**src/rtl/sparc_pipe_pkg.sv**
```systemverilog
// sparc_pipe_pkg: shared constants and state encoding for the SPARC ID/EX stage
package sparc_pipe_pkg;
  localparam logic [31:0] NOP_INSTR = 32'h0100_0000;
  localparam int CTRL_W = 16;
  typedef enum logic [1:0] {
    ST_EMPTY = 2'b00,
    ST_FULL  = 2'b01,
    ST_HELD  = 2'b10
  } state_t;
endpackage

```
**src/rtl/sat_counter.sv**
```systemverilog
// sat_counter: saturating up-counter with sync reset and clear (clear wins over increment)
module sat_counter #(
  parameter int W = 16
) (
  input  logic         clk,
  input  logic         reset,
  input  logic         clr,
  input  logic         inc,
  output logic [W-1:0] count
);
  // count up until all-ones, then stick
  always_ff @(posedge clk)
    if (reset || clr) count <= '0;
    else if (inc && count != '1) count <= count + 1'b1;
endmodule

```
**src/rtl/id_ex_pipe_register.sv**
```systemverilog
// id_ex_pipe_register: ID/EX pipeline register with stall, flush and annul; IDEX_PERF_CNT_EN adds stall/bubble counters
module id_ex_pipe_register #(
  parameter int CTRL_W = sparc_pipe_pkg::CTRL_W
`ifdef IDEX_PERF_CNT_EN
  ,
  parameter int CNT_W = 16
`endif
) (
  input  logic              clk,
  input  logic              reset,
  input  logic              stall,
  input  logic              flush,
  input  logic              annul,
  input  logic              id_valid,
  input  logic [31:0]       id_instr,
  input  logic [31:0]       id_pc,
  input  logic [31:0]       id_rs1_data,
  input  logic [31:0]       id_rs2_data,
  input  logic [CTRL_W-1:0] id_ctrl,
  output logic              ex_valid,
  output logic [31:0]       ex_instr,
  output logic [31:0]       ex_pc,
  output logic [31:0]       ex_rs1_data,
  output logic [31:0]       ex_rs2_data,
  output logic [21:0]       ex_imm22,
  output logic [4:0]        ex_rd,
  output logic [CTRL_W-1:0] ex_ctrl
`ifdef IDEX_PERF_CNT_EN
  ,
  input  logic              cnt_clr,
  output logic [CNT_W-1:0]  stall_cnt,
  output logic [CNT_W-1:0]  bubble_cnt
`endif
);
  import sparc_pipe_pkg::*;
  logic              r_valid;
  logic [31:0]       r_instr;
  logic [31:0]       r_pc;
  logic [31:0]       r_rs1;
  logic [31:0]       r_rs2;
  logic [CTRL_W-1:0] r_ctrl;
  state_t            r_state;
  logic              w_live;
  logic              w_occupied;
  assign w_live     = id_valid & ~annul;
  assign w_occupied = (r_state == ST_FULL) || (r_state == ST_HELD);
  // data registers: reset/flush load a bubble, stall holds, otherwise capture ID
  always_ff @(posedge clk)
    if (reset || flush) begin
      r_valid <= 1'b0;
      r_instr <= NOP_INSTR;
      r_ctrl  <= '0;
      r_pc    <= '0;
      r_rs1   <= '0;
      r_rs2   <= '0;
    end else if (!stall) begin
      r_valid <= w_live;
      r_instr <= w_live ? id_instr : NOP_INSTR;
      r_ctrl  <= w_live ? id_ctrl : '0;
      r_pc    <= id_pc;
      r_rs1   <= id_rs1_data;
      r_rs2   <= id_rs2_data;
    end
  // occupancy tracking; the unused encoding falls back to EMPTY
  always_ff @(posedge clk)
    r_state <= (reset || flush) ? ST_EMPTY :
               stall            ? (w_occupied ? ST_HELD : ST_EMPTY) :
               w_live           ? ST_FULL : ST_EMPTY;
  assign ex_valid    = r_valid;
  assign ex_instr    = r_instr;
  assign ex_pc       = r_pc;
  assign ex_rs1_data = r_rs1;
  assign ex_rs2_data = r_rs2;
  assign ex_ctrl     = r_ctrl;
  assign ex_imm22    = r_instr[21:0];
  assign ex_rd       = r_instr[29:25];
`ifdef IDEX_PERF_CNT_EN
  logic w_stall_inc;
  logic w_bubble_inc;
  assign w_stall_inc  = stall & w_occupied;
  assign w_bubble_inc = flush | (~stall & id_valid & annul);
  sat_counter #(.W(CNT_W)) u_stall_cnt (
    .clk(clk), .reset(reset), .clr(cnt_clr), .inc(w_stall_inc), .count(stall_cnt)
  );
  sat_counter #(.W(CNT_W)) u_bubble_cnt (
    .clk(clk), .reset(reset), .clr(cnt_clr), .inc(w_bubble_inc), .count(bubble_cnt)
  );
`endif
endmodule

```
**config.mk**
```make
export PLATFORM = sky130hd
export DESIGN_NAME = id_ex_pipe_register
export DESIGN_NICKNAME = d
export VERILOG_FILES = /design/src/rtl/sparc_pipe_pkg.sv /design/src/rtl/sat_counter.sv /design/src/rtl/id_ex_pipe_register.sv
export SDC_FILE = /design/constraint.sdc
export NUM_CORES = 1
export LEC_CHECK = 0
export CELL_PAD_IN_SITES_DETAIL_PLACEMENT = 2
export CELL_PAD_IN_SITES_GLOBAL_PLACEMENT = 2
export CORE_ASPECT_RATIO = 1.1
export CORE_MARGIN = 2
export CORE_UTILIZATION = 21
export CTS_BUF_LIST = sky130_fd_sc_hd__clkbuf_8
export DETAILED_ROUTE_END_ITERATION = 7
export PLACE_DENSITY_LB_ADDON = 0.1
export RECOVER_POWER = 25
export SYNTH_ARGS = -nofsm -noshare
export SYNTH_HDL_FRONTEND = slang
export SYNTH_SLANG_ARGS = --single-unit
export TNS_END_PERCENT = 30
```
**constraint.sdc**
```tcl
create_clock -name clk -period 1.7 [get_ports clk]
set_input_delay 0.51 -clock clk [delete_from_list [all_inputs] [get_ports clk]]
set_output_delay 0.51 -clock clk [all_outputs]
set_load 0.05 [all_outputs]
```
==> results of run 1 <==
-- routing by layer --
layer	up-vias	track usage [%]
li1	2168	-
met1	2258	15.9
met3	22	5.66
met2	206	28.3
met5	-	0
met4	0	6.10
-- cells by family after synthesis --
kind of cell	share of synthesized area (%)
AO/OA/AOI/OAI	9.41
multiplexers	18.6
buffers and inverters	7.85
AND/OR/NAND/NOR	7.88
flip-flops	56.2
-- stage by stage --
stage | std cells | area [µm²] | hold slack, ns | worst slack [ns]
floorplan | 457 | 5160 | 0.654 | 0.277
global placement | 1042 | 10300 | 0.504 | -0.122
detailed placement | 1042 | 10300 | 0.523 | -0.151
CTS | 1074 | 10800 | 0.537 | 0.00297
global route | 1076 | 10800 | 0.553 | 0.0143
finish | 1076 | 10800 | 0.535 | 0.0272
-- layout by cell type (no fill, tap or decap), types with 2 or more instances in the layout --
master	netlist	final
clkdlybuf4s50_1	0	146
buf_12	0	178
inv_6	0	3
inv_1	1	2
dlygate4sd3_1	0	2
clkinvlp_4	0	3
clkbuf_2	0	2
a32o_1	47	47
clkinv_4	0	2
buf_4	32	9
diode_2	0	2
clkbuf_8	0	17
nor2_1	97	96
dfxtp_1	145	145
mux2i_1	96	96
bufinv_16	0	4
-- registers in the layout, summed over array words and instances, names as in the netlist --
| name | cells |
|---|---|
| ex_rs2_data | 32 |
| ex_ctrl | 16 |
| ex_instr | 32 |
| ex_pc | 32 |
| ex_rs1_data | 32 |
| ex_valid | 1 |
-- where the power goes --
group	internal [µW]	switching [µW]	total [µW]
logic	816	665	1480
clock network	1620	1430	3040
registers	3480	103	3590
-- final timing paths --
check	slack (ns)	endpoint	cells past startpoint
setup reg to reg	0.94	ex_valid	2
setup / recovery	0.03	ex_ctrl[12]	4
hold / removal	0.54	ex_ctrl[5]	1
hold reg to reg	0.54	ex_ctrl[5]	1
-- cell type report --
| class | instances | area share (%) |
|---|---|---|
| Timing Repair Buffer | 339 | 47.8 |
| Sequential cell | 145 | 27.0 |
| Multi-Input combinational cell | 247 | 17.4 |
| Tap cell | 310 | 3.61 |
| Clock buffer | 17 | 2.18 |
| Clock inverter | 15 | 1.92 |
| Antenna cell | 2 | 0.0466 |
| Inverter | 1 | 0.0349 |
==> summary.txt, run 1 <==
Outcome
  • Status: finished, final reports clean

Clock network
  • TritonCTS Buffers: 17
  • Max Root-Sink Buffers: 2
  • Resized cells post-CTS: 0
  • Worst-skew pair later-pin latency: 0.44 ns
  • Clock-pin slew on the worst setup and hold paths: 0.09 ns
  • Clock Sinks: 145
  • Hold Buf Count CTS: 0
  • CTS root buf: clkbuf_8
  • CTS tree: built
  • Setup Fix Bufs, Post-CTS: 0
  • Htree depth: 4

Detailed routing
  • DR vias: 4654
  • Pre-Repair DR Iteration Count: 4
  • DR WL met2: 10.8 mm
  • Final WL: 20.2 mm
  • M1 wire length: 7.31 mm
  • Avg WL per Cell: 18.8 µm
  • Via density: 4.33
  • Met3 wire length: 1.67 mm
  • DRT iter0 DRCs: 134
  • DRC viols: 0
  • Routed Antenna Nets: 0
  • Top layer in use: met4

Setup path
  • Max stage delay on crit path: 0.64 ns
  • Worst Setup SP: reset
  • CP top delay family: buffers and inverters
  • Worst-path maximum fanout: 41
  • Critical path endpoint category: register
  • CP required: 2.08 ns
  • Worst r2r src: ex_valid
  • Crit-path cells: dlygate4sd3_1 > nor3b_4 > buf_4 > a32o_1
  • Worst endpoint data arrival time: 2.06 ns
  • CP bufs+invs: 2
  • Element type at the critical path start: primary input
  • Worst path slowest cell: dlygate4sd3_1
  • Crit path kind: primary input to register

Power and ir drop
  • Power Density: 755 nW/µm²
  • Largest vdd supply drop: 0.000429 V
  • Static Leak: 0.00432 µW
  • Total Power: 8110 µW

GRT
  • Grt ovf: 0
  • Vias in the first global route: 5112
  • Total Routing Usage GR: 15.4%
  • Initial antenna violation count: 2
  • Largest net degree at the start of global routing: 47
  • Global-route wire length before repair: 30.6 mm

Yosys
  • Ys flop type: dfxtp_1
  • Syn Nets: 607
  • Post-synthesis async set-or-reset flop share: 0%
  • Main area contributors after synthesis: dfxtp_1, mux2i_1, a32o_1
  • Top post-synthesis cells by count: dfxtp_1, nor2_1, mux2i_1
  • Area leader, netlist: dfxtp_1
  • Number of synthesized flops with an enable pin: 0
  • Mapped Area: 5160 µm²
  • Sequential fraction of the synthesis area: 56.2%
  • Library cells used by synthesis: 15
  • Syn_area_per_cell: 11.3 µm²
  • Count of warnings emitted by yosys: 0
  • Mapped Cells: 457
  • Post-synth top area share: 56.2%
  • Most common cell in the synthesized netlist: dfxtp_1
  • FF+latch count, synth: 145

Timing
  • Final Critical Period: 1.67 ns
  • Unrepaired setup endpoints after global routing: no
  • Relative slew slack: 68.6%
  • Final setup violation count: 0
  • Layout Skew: 0 ns
  • FMAX: 0.598 GHz
  • Worst slew pin tran: 0.471 ns
  • Fin crit share: 98.4%
  • Setup TNS: 0 ns
  • Max-slew violation count: 0
  • Final Hold Viols: 0

Placement
  • Gpl congestion: 0.724
  • IO buf count: 321
  • Dpl hpwl: 15.9 mm

Floorplan
  • Chip height: 168 µm
  • Io pins: 322
  • Number of placement rows: 60
  • Area of the die: 25800 µm²
  • Core area: 24300 µm²
  • Die Wd: 153 µm
  • Initial Util: 21.2%

Hold path
  • Hold_sp: ex_ctrl[5]
  • Tightest Hold Check Type: register to register

Layout
  • Layout area overhead: 108%
  • Final net count: 901
  • Register area: 2900 µm²
  • Layout cells sized above 1: 29.6%
  • Final core area utilization: 44.2%
  • Filler cells: 2434
  • Area of the multi-input gates: 1870 µm²

Run
  • Max cap viols: 0
Note: power is estimated with default switching activity, not from simulation.
==> inputs of run 2 (changes only) <==
--- a/config.mk
+++ b/config.mk
@@ -5,6 +5,7 @@
 export SDC_FILE = /design/constraint.sdc
 export NUM_CORES = 1
 export LEC_CHECK = 0
+export CAP_MARGIN = 10
 export CELL_PAD_IN_SITES_DETAIL_PLACEMENT = 2
 export CELL_PAD_IN_SITES_GLOBAL_PLACEMENT = 2
 export CORE_ASPECT_RATIO = 1.1
==> constraint.sdc (replaced) <==
create_clock -name clk -period 1.7 [get_ports clk]
set_input_delay 0.255 -clock clk [delete_from_list [all_inputs] [get_ports clk]]
set_output_delay 0.255 -clock clk [all_outputs]
set_load 0.05 [all_outputs]
==> run 2 against run 1 <==
  * Setup slack improved by 0.26 ns
  * Critical endpoint is now ex_pc[14]
  * Cell count is 0.74% lower
  * Total power down 0.86%
  * Routed wire length fell by 6.5%
  * Via count fell by 0.84%
  * Largest cell class unchanged
  * Highest routed layer unchanged
==> summary.txt, run 2 (same netlist as run 1, synthesis figures left out) <==
Clock network
  • Clock-pin slew on the worst setup and hold paths: 0.08 ns (about the same)
  • Htree depth: 4 (unchanged)
  • Setup Fix Bufs, Post-CTS: 0 (unchanged)
  • Clock Sinks: 145 (unchanged)
  • Max Root-Sink Buffers: 2 (unchanged)
  • CTS tree: built
  • TritonCTS Buffers: 17 (unchanged)
  • Worst-skew pair later-pin latency: 0.45 ns (about the same)
  • CTS root buf: clkbuf_8
  • Resized cells post-CTS: 0 (unchanged)
  • Hold Buf Count CTS: 0 (unchanged)

Floorplan
  • Number of placement rows: 60 (unchanged)
  • Area of the die: 25800 µm² (unchanged)
  • Io pins: 322 (unchanged)
  • Initial Util: 21.2% (unchanged)
  • Chip height: 168 µm (unchanged)
  • Core area: 24300 µm² (unchanged)
  • Die Wd: 153 µm (unchanged)

Detailed routing
  • Via density: 4.32 (about the same)
  • Pre-Repair DR Iteration Count: 4 (unchanged)
  • Routed Antenna Nets: 0 (unchanged)
  • Final WL: 18.9 mm (-6.5%)
  • Avg WL per Cell: 17.7 µm (-5.8%)
  • DR vias: 4615 (-0.84%)
  • DRC viols: 0 (unchanged)
  • DRT iter0 DRCs: 106 (-21%)

Power and ir drop
  • Power Density: 939 nW/µm² (+24%)
  • Largest vdd supply drop: 0.000395 V (-7.9%)
  • Static Leak: 0.00381 µW (-12%)

GRT
  • Total Routing Usage GR: 14.6% (-0.85 points)
  • Grt ovf: 0 (unchanged)
  • Global-route wire length before repair: 28.9 mm (-5.4%)
  • Grt met1 use: 15.1% (-0.78 points)
  • Largest net degree at the start of global routing: 48 (+2.1%)
  • GR peak layer: met2
  • Vias in the first global route: 5034 (-1.5%)
  • Initial antenna violation count: 1 (-1)
  • GR Util met3: 6.31% (+0.64 points)
  • Met2 GRT Util: 26.1% (-2.3 points)

Layout
  • Final Instance Count excl. Fillers: 1068 (-0.74%)
  • Final net count: 896 (-0.55%)
  • Filler cells: 2621 (+7.7%)
  • Layout area overhead: 65.9%
  • Final core area utilization: 35.2% (-9.0 points)
  • Most common cell after layout, fill and taps aside: buf_4
  • Most frequent cells in the layout: buf_4, clkdlybuf4s50_1, dfxtp_1
  • Fin area: 8560 µm² (-20%)
  • Layout cells sized above 1: 28.7% (-0.92 points)

Timing
  • Final setup violation count: 0 (unchanged)
  • Fin crit share: 83.3% (-15 points)
  • Final Hold Viols: 0 (unchanged)
  • Layout Skew: 0 ns (unchanged)
  • Max-slew violation count: 0 (unchanged)
  • Worst slew pin tran: 0.649 ns (+0.179 ns)
  • Unrepaired setup endpoints after global routing: no
  • Setup TNS: 0 ns (unchanged)
  • WHS: 0.273 ns (-0.263 ns)
  • Relative slew slack: 56.6% (-12 points)
  • FMAX: 0.707 GHz (+18%)
  • Final Critical Period: 1.42 ns (-0.257 ns)

Setup path
  • CP required: 2.02 ns (-0.06 ns)
  • Worst endpoint data arrival time: 1.74 ns (-0.32 ns)
  • Crit-path cells: dlygate4sd3_1 > or2_4 > clkbuf_4 > nor2_1
  • Crit path kind: primary input to register
  • Worst-path maximum fanout: 41 (unchanged)
  • Critical path endpoint category: register
  • CP bufs+invs: 2 (unchanged)
  • Element type at the critical path start: primary input
  • Max stage delay on crit path: 0.69 ns (+0.05 ns)
  • Worst path slowest cell: dlygate4sd3_1
  • CP top delay family: buffers and inverters

Outcome
  • Status: finished, final reports clean

Placement
  • Gpl congestion: 0.712 (-1.7%)
  • Dpl hpwl: 14.3 mm (-10%)
  • IO buf count: 321 (unchanged)
  • Placement-stage cell area: 8140 µm² (-21%)
  • Placed Cells incl. Taps: 1037 (-0.48%)

Run
  • Max cap viols: 0 (unchanged)

Hold path
  • Tightest Hold Check Type: primary input to register
-- run 2: cell types whose count changed in the layout (fill, tap and decap cells not counted) --
cell | before | now
buf_12 | 178 | 5
buf_4 | 9 | 178
buf_6 | 1 | 0
bufinv_16 | 4 | 6
clkbuf_1 | 0 | 1
clkbuf_2 | 2 | 0
clkbuf_4 | 1 | 2
clkinv_4 | 2 | 0
clkinvlp_4 | 3 | 1
diode_2 | 2 | 1
inv_6 | 3 | 4
inv_8 | 1 | 0
nor3b_1 | 0 | 1
nor3b_2 | 1 | 0
-- run 2: worst reg2reg max path: cells and delay by family (launching register included) --
family | cells | cell delay, ns
flops | 1 | 0.31
simple gates | 1 | 0.15
compound gates | 1 | 0.15
-- run 2: worst paths after layout --
check	start	endpoint	slack [ns]	depth (start not counted)
worst min register to register	ex_ctrl[14]	ex_ctrl[14]	0.48	1
worst min-delay path	stall	ex_pc[0]	0.27	3
worst max-delay path	flush	ex_pc[14]	0.28	4
worst max register to register	ex_valid	ex_valid	0.99	2
-- run 2: through the flow --
step | worst slack [ns] | total power (µW)
finish | 0.285 | 8040
global route | 0.171 | 8460
CTS | 0.304 | 8230
detailed placement | 0.0802 | 4870
global placement | 0.126 | 4840
floorplan | 0.532 | 4260
-- run 2: area by class of cell --
class,count,area (µm²),area share (%)
inverter,1,3.75,0.0438
antenna,1,2.50,0.0292
timing repair buffer,334,2940,34.3
multi-input combinational,247,1860,21.8
tap,310,388,4.53
clock buffer,17,234,2.73
clock inverter,13,231,2.70
sequential,145,2900,33.9
-- run 2: per-layer routing --
metal,up-vias,wire length (µm)
li1,2150,-
met1,2248,6990
met2,196,9960
met3,21,1670
met4,0,304
met5,-,0
-- run 2: power breakdown --
group	leakage [µW]	switching [µW]	total, µW	internal [µW]
Combinational	0.00239	655	1230	575
Clock	0.000235	1390	3280	1890
Sequential	0.00118	51.8	3530	3480
==> inputs of run 3 (changes only) <==
==> constraint.sdc (replaced) <==
create_clock -name clk -period 1.32 [get_ports clk]
set_input_delay 0.198 -clock clk [delete_from_list [all_inputs] [get_ports clk]]
set_output_delay 0.198 -clock clk [all_outputs]
set_load 0.05 [all_outputs]
==> run 3 against run 2 <==
  * Clock-buffer cell count unchanged
  * Clock power increased by 11%
  * Routed wire length increased by 7.6%
  * First-iteration DRC count increased by 11%
  * Setup slack got worse by 0.20 ns
  * Clock skew unchanged
  * Non-clock buffer count increased by 5
  * Via count unchanged
  * Critical path type unchanged
  * Largest power group unchanged
  * Highest routed layer unchanged
==> summary.txt, run 3 (same netlist as run 1, synthesis figures left out) <==
Layout
  • Final core area utilization: 44.3% (+9.1 points)
  • Antenna diode count: 0 (-1)
  • Filler cells: 2411 (-8.0%)
  • Area of the multi-input gates: 1860 µm² (about the same)
  • Most frequent cells in the layout: buf_12, clkdlybuf4s50_1, dfxtp_1
  • Fin area: 10800 µm² (+26%)
  • Layout area overhead: 109%
  • Final net count: 901 (+0.56%)
  • Register area: 2940 µm² (+1.2%)
  • Layout cells sized above 1: 32.9% (+4.3 points)
  • Final Instance Count excl. Fillers: 1072 (+0.37%)
  • Most common cell after layout, fill and taps aside: buf_12

Floorplan
  • Number of placement rows: 60 (unchanged)
  • Chip height: 168 µm (unchanged)
  • Area of the die: 25800 µm² (unchanged)
  • Io pins: 322 (unchanged)
  • Die Wd: 153 µm (unchanged)
  • Core area: 24300 µm² (unchanged)
  • Initial Util: 21.2% (unchanged)

Setup path
  • Worst endpoint data arrival time: 1.60 ns (-0.14 ns)
  • Worst-path maximum fanout: 41 (unchanged)
  • Crit path kind: primary input to register
  • Register-to-Register Path Depth: 2 (unchanged)
  • CP required: 1.68 ns (-0.34 ns)
  • Element type at the critical path start: primary input
  • Critical path endpoint category: register

Hold path
  • Min-Delay Path Depth: 4 (+1)
  • Tightest Hold Check Type: primary input to register

Placement
  • Gpl congestion: 0.736 (+3.3%)
  • Placed Cells incl. Taps: 1042 (+0.48%)
  • Setup WS pre-CTS: -0.235 ns (-0.315 ns)
  • Placement-stage cell area: 10400 µm² (+27%)
  • Dpl hpwl: 16.1 mm (+13%)
  • IO buf count: 321 (unchanged)

Timing
  • Setup TNS: 0 ns (unchanged)
  • Final Critical Period: 1.24 ns
  • Worst slew pin tran: 0.290 ns (-0.359 ns)
  • Final setup violation count: 0 (unchanged)
  • Max-slew violation count: 0 (unchanged)
  • Final Hold Viols: 0 (unchanged)
  • Final setup margin: 0.0828 ns (-0.202 ns)
  • Relative slew slack: 80.6% (+24 points)
  • FMAX: 0.808 GHz
  • Layout Skew: 0 ns (unchanged)
  • Unrepaired setup endpoints after global routing: no
  • Fin crit share: 93.7%

Detailed routing
  • DR WL met2: 11.0 mm (+10%)
  • Top layer in use: met4
  • M1 wire length: 7.26 mm (+3.9%)
  • Final WL: 20.4 mm (+7.6%)
  • Pre-Repair DR Iteration Count: 4 (unchanged)
  • DRC viols: 0 (unchanged)
  • DR vias: 4615 (unchanged)
  • Met3 wire length: 1.78 mm (+6.2%)
  • Avg WL per Cell: 19.0 µm (+7.2%)
  • DRT iter0 DRCs: 118 (+11%)
  • Routed Antenna Nets: 0 (unchanged)
  • Via density: 4.31 (-0.37%)

Outcome
  • Status: finished, final reports clean

GRT
  • Initial antenna violation count: 0 (-1)
  • Global-route wire length before repair: 30.6 mm (+5.6%)
  • Vias in the first global route: 5123 (+1.8%)
  • Grt ovf: 0 (unchanged)
  • Total Routing Usage GR: 15.4% (+0.80 points)
  • Largest net degree at the start of global routing: 47 (-2.1%)

Clock network
  • CTS root buf: clkbuf_8
  • Clock Sinks: 145 (unchanged)
  • Worst-skew pair later-pin latency: 0.43 ns (-0.02 ns)
  • CTS tree: built
  • Max Root-Sink Buffers: 2 (unchanged)
  • Clock-pin slew on the worst setup and hold paths: 0.08 ns (about the same)
  • Htree depth: 4 (unchanged)
  • TritonCTS Buffers: 17 (unchanged)

Power and ir drop
  • Largest vdd supply drop: 0.000494 V (+25%)
  • Static Leak: 0.00432 µW (+14%)
  • Power Density: 944 nW/µm² (+0.55%)

Run
  • Max cap viols: 0 (unchanged)
==> run 3: what timing repair did <==
item | in CTS | in global routing
setup buffers | 0 | 0
pin swaps | 0 | 0
endpoints found under the setup margin | 24 | 28
gates resized for setup | 13 | 14
hold buffers | 0 | 0
==> run 3: critical path, stage by stage <==
cell and delay (ns):
dlygate4sd3_1 0.63, nor3b_2 0.32, buf_12 0.26, a32o_1 0.17
==> run 3: final cells by class <==
type | count | share of cell area, %
sequential | 145 | 27.3
timing repair buffer | 339 | 48.1
multi-input combinational | 247 | 17.3
inverter | 1 | 0.0349
clock buffer | 17 | 2.17
tap | 310 | 3.60
clock inverter | 13 | 1.52
==> run 3: worst paths after layout <==
kind	from	slack, ns	to
worst max-delay path	flush	0.08	ex_instr[17]
worst min-delay path	stall	0.33	ex_pc[20]
worst max register to register	ex_valid	0.55	ex_valid
worst min register to register	ex_instr[22]	0.54	ex_instr[22]
==> run 3: metrics by stage <==
step           power, µW  hold WS, ns
2_1_floorplan       5480        0.342
3_3_place_gp        6630        0.504
3_5_place_dp        6680        0.522
4_1_cts            10400        0.318
5_1_grt            10700        0.323
6_report           10200        0.334
==> run 3: where the power goes <==
group          switching (µW)  internal [µW]
Combinational             860           1060
Sequential                133           4490
Clock                    1770           1860
Total                    2760           7410
==> run 3: metal layers <==
layer | vias up | GRT usage (%)
li1 | 2159 | -
met5 | - | 0
met1 | 2236 | 15.9
met4 | 0 | 4.71
met3 | 18 | 6.13
met2 | 202 | 28.5
